--- src/rtl/mem_arb_pkg.sv ---
// Shared types and constants for the two-port memory arbiter.
package mem_arb_pkg;
  localparam int ADDR_W_DEF  = 13;
  localparam int DATA_W_DEF  = 8;
  localparam int PORT_CPU    = 0;
  localparam int PORT_LOADER = 1;

  typedef enum logic {
    IDLE   = 1'b0,
    ACCESS = 1'b1
  } state_t;
endpackage

--- src/rtl/mem_port_arbiter_if.sv ---
// Requester handshake plus memory-side bus of the two-port memory arbiter.
interface mem_port_arbiter_if
  import mem_arb_pkg::*;
#(
  parameter int ADDR_W = ADDR_W_DEF,
  parameter int DATA_W = DATA_W_DEF
);
  // Handshake: a port holds req (with we/addr/wdata stable) until its gnt is
  // seen high in the same cycle; the access is then owned by the arbiter and
  // ends with a one-cycle ack (rdata valid with the ack of a read).
  logic [1:0]        req;
  logic [1:0]        we;
  logic [ADDR_W-1:0] addr0;
  logic [ADDR_W-1:0] addr1;
  logic [DATA_W-1:0] wdata0;
  logic [DATA_W-1:0] wdata1;
  logic [1:0]        gnt;
  logic [1:0]        ack;
  logic [DATA_W-1:0] rdata;
  logic [ADDR_W-1:0] mem_address;
  logic [DATA_W-1:0] mem_write_data;
  logic              mem_read;
  logic              mem_write;
  logic [DATA_W-1:0] mem_command;

  modport slave (
    input  req, we, addr0, addr1, wdata0, wdata1, mem_command,
    output gnt, ack, rdata, mem_address, mem_write_data, mem_read, mem_write
  );

  modport master (
    output req, we, addr0, addr1, wdata0, wdata1, mem_command,
    input  gnt, ack, rdata, mem_address, mem_write_data, mem_read, mem_write
  );
endinterface

--- src/rtl/rr_arbiter_2.sv ---
// Two-way request selector. MEM_ARB_ROUND_ROBIN_EN selects round robin
// (with last-grant pointer); otherwise port 0 has fixed priority.
module rr_arbiter_2
  import mem_arb_pkg::*;
(
`ifdef MEM_ARB_ROUND_ROBIN_EN
  input  logic       clk,
  input  logic       rst,
`endif
  input  logic       en,
  input  logic [1:0] req,
  output logic [1:0] gnt
);

`ifdef MEM_ARB_ROUND_ROBIN_EN
  logic last_q;

  always_comb begin
    gnt = 2'b00;
    if (en) begin
      case (req)
        2'b01:   gnt = 2'b01;
        2'b10:   gnt = 2'b10;
        2'b11:   gnt = last_q ? 2'b01 : 2'b10;
        default: gnt = 2'b00;
      endcase
    end
  end

  // Pointer starts at the loader so the CPU wins the first contested grant.
  always_ff @(posedge clk or posedge rst) begin
    if (rst)       last_q <= 1'(PORT_LOADER);
    else if (|gnt) last_q <= gnt[1];
  end
`else
  always_comb begin
    gnt = 2'b00;
    if (en) begin
      if (req[0])      gnt = 2'b01;
      else if (req[1]) gnt = 2'b10;
    end
  end
`endif

endmodule

--- src/rtl/mem_port_arbiter.sv ---
// Serialises CPU and loader accesses onto the single-ported program/data
// memory. Optional round robin via MEM_ARB_ROUND_ROBIN_EN.
module mem_port_arbiter
  import mem_arb_pkg::*;
#(
  parameter int ADDR_W        = ADDR_W_DEF,
  parameter int DATA_W        = DATA_W_DEF,
  parameter int ACCESS_CYCLES = 1
) (
  input  logic                clk,
  input  logic                rst,
  mem_port_arbiter_if.slave   bus,
  output state_t              state_dbg
);

  localparam int CNT_W = (ACCESS_CYCLES > 1) ? $clog2(ACCESS_CYCLES) : 1;
  localparam logic [CNT_W-1:0] CNT_LOAD = CNT_W'(ACCESS_CYCLES - 1);

  state_t            state, state_next;
  logic [CNT_W-1:0]  cnt;
  logic              owner;
  logic              we_q;
  logic [ADDR_W-1:0] addr_q;
  logic [DATA_W-1:0] wdata_q;
  logic [DATA_W-1:0] rdata_q;
  logic [1:0]        ack_q;
  logic [1:0]        gnt;
  logic              arb_en;
  logic              take;
  logic              done;

  // Grants only in IDLE and never while reset is held.
  assign arb_en = (state == IDLE) && !rst;
  assign take   = |gnt;
  assign done   = (state == ACCESS) && (cnt == '0);

  rr_arbiter_2 u_arb (
`ifdef MEM_ARB_ROUND_ROBIN_EN
    .clk (clk),
    .rst (rst),
`endif
    .en  (arb_en),
    .req (bus.req),
    .gnt (gnt)
  );

  always_ff @(posedge clk or posedge rst) begin
    if (rst) state <= IDLE;
    else     state <= state_next;
  end

  always_comb begin
    state_next    = state;
    bus.mem_read  = 1'b0;
    bus.mem_write = 1'b0;
    case (state)
      IDLE:   if (take) state_next = ACCESS;
      ACCESS: begin
        bus.mem_read  = !we_q;
        bus.mem_write = we_q;
        if (done) state_next = IDLE;
      end
      default: state_next = IDLE;
    endcase
  end

  always_ff @(posedge clk or posedge rst) begin
    if (rst) begin
      cnt     <= '0;
      owner   <= 1'b0;
      we_q    <= 1'b0;
      addr_q  <= '0;
      wdata_q <= '0;
      rdata_q <= '0;
      ack_q   <= 2'b00;
    end else begin
      ack_q <= 2'b00;
      if (take) begin
        owner   <= gnt[1];
        we_q    <= gnt[1] ? bus.we[1] : bus.we[0];
        addr_q  <= gnt[1] ? bus.addr1 : bus.addr0;
        wdata_q <= gnt[1] ? bus.wdata1 : bus.wdata0;
        cnt     <= CNT_LOAD;
      end else if (state == ACCESS) begin
        if (cnt == '0) begin
          ack_q <= owner ? 2'b10 : 2'b01;
          if (!we_q) rdata_q <= bus.mem_command;
        end else begin
          cnt <= cnt - CNT_W'(1);
        end
      end
    end
  end

  // Address/data come straight from the owner registers so they hold between accesses.
  assign bus.gnt            = gnt;
  assign bus.ack            = ack_q;
  assign bus.rdata          = rdata_q;
  assign bus.mem_address    = addr_q;
  assign bus.mem_write_data = wdata_q;
  assign state_dbg          = state;

endmodule
--- src/flat_wrapper.sv ---
// flat-port wrapper written by rule: the top's interface ports become plain ports
module mem_port_arbiter_flat import mem_arb_pkg::*;
#(
  parameter int ADDR_W        = ADDR_W_DEF,
  parameter int DATA_W        = DATA_W_DEF,
  parameter int ACCESS_CYCLES = 1
)
  (clk, rst, state_dbg, bus_req, bus_we, bus_addr0, bus_addr1, bus_wdata0, bus_wdata1, bus_mem_command, bus_gnt, bus_ack, bus_rdata, bus_mem_address, bus_mem_write_data, bus_mem_read, bus_mem_write);
  mem_port_arbiter_if #(.ADDR_W(ADDR_W), .DATA_W(DATA_W)) bus_i ();
  input  logic clk;
  input  logic rst;
  output state_t state_dbg;
  input wire logic [$bits(bus_i.req)-1:0] bus_req;
  input wire logic [$bits(bus_i.we)-1:0] bus_we;
  input wire logic [$bits(bus_i.addr0)-1:0] bus_addr0;
  input wire logic [$bits(bus_i.addr1)-1:0] bus_addr1;
  input wire logic [$bits(bus_i.wdata0)-1:0] bus_wdata0;
  input wire logic [$bits(bus_i.wdata1)-1:0] bus_wdata1;
  input wire logic [$bits(bus_i.mem_command)-1:0] bus_mem_command;
  output wire logic [$bits(bus_i.gnt)-1:0] bus_gnt;
  output wire logic [$bits(bus_i.ack)-1:0] bus_ack;
  output wire logic [$bits(bus_i.rdata)-1:0] bus_rdata;
  output wire logic [$bits(bus_i.mem_address)-1:0] bus_mem_address;
  output wire logic [$bits(bus_i.mem_write_data)-1:0] bus_mem_write_data;
  output wire logic [$bits(bus_i.mem_read)-1:0] bus_mem_read;
  output wire logic [$bits(bus_i.mem_write)-1:0] bus_mem_write;
  assign bus_i.req = bus_req;
  assign bus_i.we = bus_we;
  assign bus_i.addr0 = bus_addr0;
  assign bus_i.addr1 = bus_addr1;
  assign bus_i.wdata0 = bus_wdata0;
  assign bus_i.wdata1 = bus_wdata1;
  assign bus_i.mem_command = bus_mem_command;
  assign bus_gnt = bus_i.gnt;
  assign bus_ack = bus_i.ack;
  assign bus_rdata = bus_i.rdata;
  assign bus_mem_address = bus_i.mem_address;
  assign bus_mem_write_data = bus_i.mem_write_data;
  assign bus_mem_read = bus_i.mem_read;
  assign bus_mem_write = bus_i.mem_write;
  mem_port_arbiter #(.ADDR_W(ADDR_W), .DATA_W(DATA_W), .ACCESS_CYCLES(ACCESS_CYCLES)) u_core (.clk(clk), .rst(rst), .bus(bus_i), .state_dbg(state_dbg));
endmodule
--- config.mk ---
export PLATFORM = sky130hd
export DESIGN_NAME = mem_port_arbiter_flat
export DESIGN_NICKNAME = d
export VERILOG_FILES = /design/src/rtl/mem_arb_pkg.sv /design/src/rtl/mem_port_arbiter_if.sv /design/src/rtl/rr_arbiter_2.sv /design/src/rtl/mem_port_arbiter.sv /design/src/flat_wrapper.sv
export SDC_FILE = /design/constraint.sdc
export NUM_CORES = 1
export LEC_CHECK = 0
export BUFFER_PORTS_ARGS = -buffer_cell sky130_fd_sc_hd__buf_2
export CAP_MARGIN = 20
export CORE_ASPECT_RATIO = 0.8
export CORE_UTILIZATION = 30
export DETAILED_ROUTE_END_ITERATION = 6
export GPL_TIMING_DRIVEN = 0
export SLEW_MARGIN = 20
export SYNTH_ARGS = -nofsm -noshare
export SYNTH_HDL_FRONTEND = slang
export SYNTH_SLANG_ARGS = --single-unit
--- constraint.sdc ---
create_clock -name clk -period 1.6 [get_ports clk]
set_input_delay 0.08 -clock clk [delete_from_list [all_inputs] [get_ports clk]]
set_output_delay 0.08 -clock clk [all_outputs]
set_load 0.01 [all_outputs]
After elaboration in Yosys (flattened, before gate mapping). Cells that the tools add are included.

Register bits after elaboration: 35. Output and inout port bits: 36. Logic and storage cells: 38.

Add/subtract/negate cells: 1. Multiplexer cells: 18. Bitwise operators: 4. Reduce and logical (&&, ||, !) cells: 7.

Operator list (count): 2-bit 2-to-1 mux (7); 13-bit 2-to-1 mux (1); 1-bit 2-to-1 mux (8); 8-bit 2-to-1 mux (1); 1-bit NOT (4); 4-bit AND reduction (1); 1-bit logical AND (2); 1-bit zero test (2); 1-bit case mux with 2 select lines (1); 2-bit nonzero test (1); 2-bit OR reduction (1); 1-bit subtractor (second input constant) (1).

Logic depth before layout (Yosys ltp). Gate-level depths: netlist of the first run.

Word-level depth: 6. Depth in mapped cells: 5. Mapped depth without buffers: 3.

Modules after synthesis. Synthesis of the first run repeated with hierarchy kept, for this count alone.

Cell total of the unflattened synthesis: 129. Area total of the unflattened synthesis: 1487.7 µm².

By module, submodules not included: mem_port_arbiter (instances 1, cells each 127, area each 1471.4 µm²); rr_arbiter_2 (instances 1, cells each 2, area each 16.3 µm²).

Worst setup path after synthesis of the first run. Ideal clock, no wire load.

Path kind: reg2reg. From: register u_core.state (netlist: u_core.state_dbg). To: register u_core.wdata_q[2] (netlist: u_core.bus.mem_write_data[2]). Library setup time: 0.125 ns. Arrival: 1.621 ns. Data required time: 1.475 ns. Slack: -0.146 ns. Cell stages (with the launch flop): 6. Buffers on the path: 2. Clock period less this slack: 1.746 ns. Path through: dfrtp_1 -> or4b_4 -> buf_6 -> buf_6 -> a22o_1 -> mux2_2.

Cells in the longest elaborated chain, start to end: 4. Elaborated cells between the ends (all ways): 5. Classes of those cells: mux: 2; bitwise: 1; reduce/logical: 2.

Ends and longest elaborated chain: start: declaration (line mem_port_arbiter.sv:19) `state_t state, state_next;`; start signal: assignment (line mem_port_arbiter.sv:49) `else state <= state_next;`; 1-bit NOT * (line mem_port_arbiter.sv:33) `assign arb_en = (state == IDLE) && !rst;`; 1-bit logical AND * (line mem_port_arbiter.sv:33); 2-bit 2-to-1 mux * (line rr_arbiter_2.sv:38) `if (en) begin`; 8-bit 2-to-1 mux / 2-bit OR reduction (equally long branches) (line mem_port_arbiter.sv:82, mem_port_arbiter.sv:34); end signal: assignment (line mem_port_arbiter.sv:82) `wdata_q <= gnt[1] ? bus.wdata1 : bus.wdata0;`; end: declaration (line mem_port_arbiter.sv:24) `logic [DATA_W-1:0] wdata_q;`.

Every way passes the cells marked *; elsewhere a longest branch is shown, timed or not. A chain may end at the register's enable or synchronous reset.

Final worst setup path of the first run. Same ends and word-level chain as after synthesis.

==> flow_results.xml, run 1 <==
<?xml version="1.0" encoding="UTF-8"?>
<metrics>
  <group name="synth">
    <metric name="post_synth_num_cell_types" unit="">12</metric>
    <metric name="syn-num-nets" unit="">164</metric>
    <metric name="post_synthesis_adder_cell_area_fraction" unit="%">0</metric>
    <metric name="synth_sequential_area_ratio" unit="%">56.2</metric>
    <metric name="synth_area" unit="sq um">1510</metric>
    <metric name="synth-seq-cells" unit="">34</metric>
    <metric name="synth_xor_xnor_area_share" unit="%">0</metric>
    <metric name="portion_of_synthesized_cell_area_occupied_by_the_leading_cell_type" unit="%">56.2</metric>
    <metric name="ys_top_cells_by_area" unit="">dfrtp_1 (56%), mux2_2 (22%), a22o_1 (13%)</metric>
    <metric name="yosys.area.top_type" unit="">dfrtp_1</metric>
    <metric name="combinational_family_with_the_most_area_after_synthesis" unit="">multiplexers</metric>
    <metric name="synthCells" unit="">108</metric>
    <metric name="synth_simple_gate_area_share" unit="%">3.64</metric>
    <metric name="syn_avg_cell_area" unit="sq um">14.0</metric>
    <metric name="muxShareOfSynthArea" unit="%">22.3</metric>
    <metric name="synth_compound_gate_area_share" unit="%">13.4</metric>
    <metric name="ys_warn_count" unit="">0</metric>
  </group>
  <group name="worst_setup_path">
    <metric name="crit_required" unit="ns">1.77</metric>
    <metric name="crit_path_max_fanout" unit="">10</metric>
    <metric name="cp-end-kind" unit="">flop</metric>
    <metric name="timing.setup.critical_path_class" unit="">flop to flop</metric>
    <metric name="critPathArrivalTime" unit="ns">1.85</metric>
    <metric name="crit_path_start_kind" unit="">flop</metric>
  </group>
  <group name="global_route">
    <metric name="global_route.overflow_total" unit="">0</metric>
    <metric name="maximum_number_of_pins_on_one_net_before_global_route_repair" unit="">35</metric>
    <metric name="vias_in_the_first_global_route" unit="">1174</metric>
    <metric name="grt_first_pass_wirelength" unit="um">5330</metric>
    <metric name="number_of_antenna_violations_at_the_first_check_in_global_routing" unit="">0</metric>
    <metric name="globalRouteTotalUtil" unit="%">13.9</metric>
  </group>
  <group name="status">
    <metric name="violated_checks" unit="">setup timing</metric>
    <metric name="status" unit="">finished with violations</metric>
  </group>
  <group name="cells_and_area">
    <metric name="nets" unit="">265</metric>
    <metric name="final_layout_size_suffix_gt1_share" unit="%">66.2</metric>
    <metric name="antenna-diode-count" unit="">0</metric>
    <metric name="layout.filler_cells" unit="">448</metric>
    <metric name="area_delta_synth_final" unit="%">43.1</metric>
    <metric name="fin_util" unit="%">46.0</metric>
  </group>
  <group name="timing">
    <metric name="relSlewSlack" unit="%">53.9</metric>
    <metric name="timing.final.max_slew_violations" unit="">0</metric>
    <metric name="holdWs" unit="ns">0.0344</metric>
    <metric name="worst_slack" unit="ns">-0.0840</metric>
    <metric name="unrepaired_setup_endpoints_after_global_routing" unit="">yes</metric>
    <metric name="hold_viol" unit="">0</metric>
    <metric name="layout_worst_path_cycle_share" unit="%">105</metric>
    <metric name="report.final.setup_viol" unit="">23</metric>
    <metric name="fin_crit" unit="ns">1.68</metric>
    <metric name="totalNegativeSetupSlack" unit="ns">-1.47</metric>
    <metric name="fin_skew" unit="ns">0.00425</metric>
    <metric name="fmax_achieved" unit="GHz">0.594</metric>
    <metric name="worstMarginPinSlew" unit="ns">0.690</metric>
  </group>
  <group name="route">
    <metric name="post_drt_via_cell_ratio" unit="">4.54</metric>
    <metric name="first_iter_violations" unit="">20</metric>
    <metric name="drc" unit="">0</metric>
    <metric name="routed_wirelength_normalized_by_instance_count" unit="um">12.7</metric>
    <metric name="wirelength" unit="um">3430</metric>
    <metric name="detailed_routing_iteration_count_for_the_pre_antenna_repair_pass" unit="">2</metric>
    <metric name="drt.antenna.violating_nets" unit="">0</metric>
    <metric name="route.vias.total" unit="">1226</metric>
  </group>
  <group name="die">
    <metric name="floorplan.core_area" unit="sq um">4710</metric>
    <metric name="die_x" unit="um">81.4</metric>
    <metric name="die_footprint" unit="sq um">5340</metric>
    <metric name="number_of_standard_cell_rows_in_the_floorplan" unit="">22</metric>
    <metric name="floorplan.io_pins" unit="">92</metric>
    <metric name="floorplan.initialDensity" unit="%">32.2</metric>
    <metric name="die_height" unit="um">65.5</metric>
  </group>
  <group name="cts">
    <metric name="cts_tree" unit="">done</metric>
    <metric name="cts.sinks" unit="">34</metric>
    <metric name="cts-root-buf" unit="">clkbuf_8</metric>
    <metric name="worstSkewPairLatency" unit="ns">0.28</metric>
    <metric name="cts.clk_slew.worst_paths" unit="ns">0.07</metric>
    <metric name="htreeDepth" unit="">2</metric>
    <metric name="clockBufferDepth" unit="">2</metric>
    <metric name="cts_made_buffers" unit="">5</metric>
  </group>
  <group name="power_and_ir_drop">
    <metric name="power_per_cell_area" unit="nW/um^2">1150</metric>
    <metric name="design_power_total" unit="mW">2.49</metric>
    <metric name="peakVddDrop" unit="mV">0.490</metric>
    <metric name="total_leakage_power" unit="nW">1.14</metric>
  </group>
  <group name="run">
    <metric name="max_cap_violations" unit="">0</metric>
  </group>
  <group name="placement">
    <metric name="routabilityCongestion" unit="">0.664</metric>
    <metric name="place.detailed.hpwl" unit="um">2520</metric>
    <metric name="port_buffers" unit="">91</metric>
  </group>
  <group name="hold_path">
    <metric name="timing.hold.worst.class" unit="">input port to flop</metric>
  </group>
</metrics>
metrics by stage:
stage / worst slack [ns] / instances / area (sq um)
6_report: -0.0840 / 270 / 2170
5_1_grt: -0.133 / 270 / 2170
4_1_cts: -0.0862 / 269 / 2150
3_5_place_dp: -0.205 / 259 / 2040
3_3_place_gp: -0.208 / 259 / 2040
2_1_floorplan: -0.112 / 108 / 1510
placed cells by master (no fill, tap or decap), types with 2 or more instances in the layout:
master,n
buf_2,91
dfrtp_1,33
mux2_2,30
a22o_1,22
clkbuf_8,6
nor2b_1,3
clkbuf_1,3
buf_6,3
clkbuf_2,3
inv_1,3
and2_1,3
buf_4,2
final cells by class:
cell class                      count  area (sq um)  area share (%)
Sequential cell                    34           852            39.3
Multi-Input combinational cell     62           596            27.5
Clock buffer                        7          86.3            3.99
Timing Repair Buffer               95           492            22.7
Clock inverter                      1          5.00           0.231
Buffer                              7          45.0            2.08
Tap cell                           60          75.1            3.47
Inverter                            4          15.0           0.693
power by group:
part	total, mW	internal, mW	switching [mW]
logic	0.700	0.387	0.313
registers	1.15	1.06	0.0882
clock network	0.646	0.347	0.299
total	2.49	1.79	0.700
registers in the layout (all words and copies together), names as in the netlist:
signal	cells
u_core.state_dbg	1
u_core.bus.mem_write_data	8
u_core.bus.ack	2
u_core.bus.mem_address	13
u_core.owner	1
u_core.bus.rdata	8
u_core.we_q	1
synth_stat cells (all sizes together):
library cell,number
buf,3
mux2,30
nor2,1
o21ai,2
clkbuf,5
or4b,1
nor2b,3
a22o,22
inv,4
and2,3
dfrtp,34
cells by family after synthesis:
| group | count (synthesis) |
|---|---|
| compound gates | 24 |
| buf+inv | 12 |
| flops | 34 |
| mux | 30 |
| simple gates | 8 |
timing repair:
action                                  4_1_cts  5_1_grt
hold buffers                                  1        0
endpoints found under the setup margin       23       23
hold endpoints to repair                     34        0
pin swaps                                     1        0
setup buffers                                 2        1
resized for setup                             3        3
final timing paths:
kind                                    startpoint                            to  slack, ns  cells after the start
worst max-delay path              u_core.state_dbg  u_core.bus.mem_write_data[2]      -0.08                      4
worst min register to register        u_core.owner             u_core.bus.ack[0]       0.45                      1
min in group asynchronous                      rst  u_core.bus.mem_write_data[2]       0.49                      3
worst min-delay path            bus_mem_command[6]           u_core.bus.rdata[6]       0.03                      2
worst max register to register    u_core.state_dbg  u_core.bus.mem_write_data[2]      -0.08                      4
max in group asynchronous                      rst              u_core.state_dbg       0.62                      3
critical path: stages, from the launching register on:
cell,delay (ns)
dfrtp_2,0.41
or4b_4,0.55
buf_6,0.16
a22o_1,0.18
mux2_2,0.26
per-layer routing:
| layer | vias to the layer above | track usage [%] | routed length [um] |
|---|---|---|---|
| met5 | - | 0 | 0 |
| met4 | 0 | 7.59 | 96 |
| met3 | 9 | 2.92 | 222 |
| met2 | 54 | 23.1 | 1570 |
| met1 | 571 | 16.5 | 1540 |
| li1 | 592 | - | - |
Note: power is estimated with default switching activity, not from simulation.
==> run 2, diff against run 1 <==
--- a/config.mk
+++ b/config.mk
@@ -5,12 +5,12 @@
 export SDC_FILE = /design/constraint.sdc
 export NUM_CORES = 1
 export LEC_CHECK = 0
-export BUFFER_PORTS_ARGS = -buffer_cell sky130_fd_sc_hd__buf_2
 export CAP_MARGIN = 20
 export CORE_ASPECT_RATIO = 0.8
+export CORE_MARGIN = 1.5
 export CORE_UTILIZATION = 30
 export DETAILED_ROUTE_END_ITERATION = 6
-export GPL_TIMING_DRIVEN = 0
+export DONT_BUFFER_PORTS = 1
 export SLEW_MARGIN = 20
 export SYNTH_ARGS = -nofsm -noshare
 export SYNTH_HDL_FRONTEND = slang
==> run 2 against run 1 <==
  * The flow still finishes with violations (setup timing)
  * Combinational power is 44% lower
  * Worst setup slack better by 0.065 ns
  * Sequential share of layout area rose by 7.3 points
  * Die area up 2.8%
  * Final area fell by 16%
  * First-iteration DRC count is 50% higher
==> flow_results.xml, run 2 (synthesis gave the netlist of run 1 again) <==
<?xml version="1.0" encoding="UTF-8"?>
<metrics>
  <group name="status">
    <metric name="violated_checks" unit="">setup timing</metric>
    <metric name="status" unit="">finished with violations</metric>
  </group>
  <group name="placement">
    <metric name="post_place_setup_slack" unit="ns">-0.0546</metric>
    <metric name="place.detailed.hpwl" unit="um">2480</metric>
    <metric name="routabilityCongestion" unit="">0.749</metric>
    <metric name="port_buffers" unit="">0</metric>
  </group>
  <group name="global_route">
    <metric name="globalRouteTotalUtil" unit="%">14.8</metric>
    <metric name="maximum_number_of_pins_on_one_net_before_global_route_repair" unit="">30</metric>
    <metric name="vias_in_the_first_global_route" unit="">1138</metric>
    <metric name="number_of_antenna_violations_at_the_first_check_in_global_routing" unit="">0</metric>
    <metric name="global_route.overflow_total" unit="">0</metric>
    <metric name="grt_first_pass_wirelength" unit="um">5700</metric>
  </group>
  <group name="power_and_ir_drop">
    <metric name="p_sw_share" unit="%">29.6</metric>
    <metric name="power_frac_comb" unit="%">17.2</metric>
    <metric name="share_clk_of_total_power" unit="%">26.0</metric>
    <metric name="power.net_switching" unit="uW">672</metric>
    <metric name="peakVddDrop" unit="mV">0.410</metric>
    <metric name="power.sequential.fraction" unit="%">56.8</metric>
    <metric name="power_per_cell_area" unit="nW/um^2">1250</metric>
    <metric name="internal_power" unit="mW">1.60</metric>
    <metric name="total_leakage_power" unit="nW">0.841</metric>
  </group>
  <group name="die">
    <metric name="floorplan.initialDensity" unit="%">32.2</metric>
    <metric name="number_of_standard_cell_rows_in_the_floorplan" unit="">22</metric>
    <metric name="die_footprint" unit="sq um">5480</metric>
    <metric name="floorplan.core_area" unit="sq um">4710</metric>
    <metric name="floorplan.io_pins" unit="">92</metric>
    <metric name="die_height" unit="um">66.5</metric>
    <metric name="die_x" unit="um">82.4</metric>
  </group>
  <group name="cts">
    <metric name="htreeDepth" unit="">2</metric>
    <metric name="cts-root-buf" unit="">clkbuf_8</metric>
    <metric name="cts.sinks" unit="">34</metric>
    <metric name="clockBufferDepth" unit="">2</metric>
    <metric name="cts_made_buffers" unit="">5</metric>
    <metric name="cts_tree" unit="">done</metric>
    <metric name="worstSkewPairLatency" unit="ns">0.28</metric>
    <metric name="cts.clk_slew.worst_paths" unit="ns">0.07</metric>
  </group>
  <group name="timing">
    <metric name="fmax_achieved" unit="GHz">0.618</metric>
    <metric name="fin_skew" unit="ns">0.00646</metric>
    <metric name="hold_viol" unit="">0</metric>
    <metric name="unrepaired_setup_endpoints_after_global_routing" unit="">yes</metric>
    <metric name="relSlewSlack" unit="%">35.9</metric>
    <metric name="layout_worst_path_cycle_share" unit="%">101</metric>
    <metric name="timing.final.max_slew_violations" unit="">0</metric>
    <metric name="fin_crit" unit="ns">1.62</metric>
    <metric name="worst_slack" unit="ns">-0.0192</metric>
    <metric name="report.final.setup_viol" unit="">9</metric>
    <metric name="worstMarginPinSlew" unit="ns">0.957</metric>
    <metric name="totalNegativeSetupSlack" unit="ns">-0.0881</metric>
  </group>
  <group name="route">
    <metric name="top_layer_used" unit="">met4</metric>
    <metric name="m1WireLength" unit="um">1470</metric>
    <metric name="wirelength" unit="um">4010</metric>
    <metric name="drt.antenna.violating_nets" unit="">0</metric>
    <metric name="met2_length" unit="um">2100</metric>
    <metric name="drc" unit="">0</metric>
    <metric name="routed_wirelength_normalized_by_instance_count" unit="um">21.7</metric>
    <metric name="first_iter_violations" unit="">30</metric>
    <metric name="route.vias.total" unit="">999</metric>
    <metric name="route.met3.wl" unit="um">359</metric>
    <metric name="detailed_routing_iteration_count_for_the_pre_antenna_repair_pass" unit="">3</metric>
    <metric name="post_drt_via_cell_ratio" unit="">5.40</metric>
  </group>
  <group name="cells_and_area">
    <metric name="layout_common_cells" unit="">dfrtp_1 (34), mux2_2 (23), a22o_1 (22)</metric>
    <metric name="area.sequential" unit="sq um">851</metric>
    <metric name="layout.cells.most_common" unit="">dfrtp_1</metric>
    <metric name="final_layout_size_suffix_gt1_share" unit="%">39.2</metric>
    <metric name="multi_input_comb_area" unit="sq um">669</metric>
    <metric name="nets" unit="">181</metric>
    <metric name="antenna-diode-count" unit="">0</metric>
    <metric name="flip_flop_count_of_the_largest_register_after_layout" unit="">13</metric>
    <metric name="layout.filler_cells" unit="">464</metric>
    <metric name="area_delta_synth_final" unit="%">20.5</metric>
  </group>
  <group name="hold_path">
    <metric name="timing.hold.worst.class" unit="">input port to flop</metric>
    <metric name="hold_depth" unit="">2</metric>
  </group>
  <group name="worst_setup_path">
    <metric name="cp-end-kind" unit="">flop</metric>
    <metric name="critPathArrivalTime" unit="ns">1.78</metric>
    <metric name="crit_path_start_kind" unit="">flop</metric>
    <metric name="crit_path_max_fanout" unit="">6</metric>
    <metric name="worst-r2r-cell-count" unit="">3</metric>
    <metric name="crit_required" unit="ns">1.76</metric>
    <metric name="timing.setup.critical_path_class" unit="">flop to flop</metric>
  </group>
  <group name="run">
    <metric name="max_cap_violations" unit="">0</metric>
  </group>
</metrics>
[run 2: layout make-up]
| type | count | area share (%) |
|---|---|---|
| Clock buffer | 5 | 3.77 |
| Clock inverter | 2 | 0.549 |
| Inverter | 4 | 0.823 |
| Multi-Input combinational cell | 65 | 36.7 |
| Sequential cell | 34 | 46.6 |
| Tap cell | 60 | 4.12 |
| Timing Repair Buffer | 15 | 7.41 |
[run 2: timing repair]
action	4_1_cts	5_1_grt
buffers inserted	0	1
pin swaps	3	8
hold endpoints to repair	42	0
hold buffers	9	0
endpoints found under the setup margin	22	18
gates cloned	2	1
gates resized for setup	2	8
[run 2: worst paths after layout]
path,from,slack (ns),endpoint
worst max-delay path,u_core.state_dbg,-0.02,u_core.bus.mem_write_data[4]
worst min-delay path,bus_wdata0[7],0.06,u_core.bus.mem_write_data[7]
worst max register to register,u_core.state_dbg,-0.02,u_core.bus.mem_write_data[4]
worst min register to register,u_core.owner,0.46,u_core.bus.ack[0]
max in group asynchronous,rst,0.79,u_core.bus.mem_address[3]
min in group asynchronous,rst,0.17,u_core.owner
[run 2: critical path, cell delays in order (launching register included)]
cell	delay (ns)
dfrtp_1	0.43
or4b_4	0.59
a22o_1	0.22
mux2_4	0.26
[run 2: power by group through the flow]
| stage | registers, mW | clock network (mW) | logic, mW |
|---|---|---|---|
| after global routing | 1.32 | 0.669 | 0.430 |
| final | 1.29 | 0.591 | 0.390 |
| after CTS | 1.29 | 0.614 | 0.367 |
| after global placement | 1.29 | 0 | 0.320 |
| after floorplan | 1.26 | 0 | 0.287 |
| after detailed placement | 1.30 | 0 | 0.344 |
[run 2: stage by stage]
step                total power [mW]  cells  instance area [sq um]  utilization [%]  hold WS (ns)
finish                          2.27    185                   1820             38.8        0.0581
global route                    2.41    185                   1820             38.8        0.0417
CTS                             2.27    183                   1780             37.7        0.0500
detailed placement              1.65    165                   1580             33.6       -0.0986
global placement                1.61    165                   1580             33.6        -0.104
floorplan                       1.55    108                   1510                -         0.222
[run 2: metal layers]
layer / vias up / global-route usage (%)
met2: 58 / 28.0
met4: 0 / 7.63
met5: - / 0
met1: 497 / 14.4
met3: 8 / 4.25
li1: 436 / -
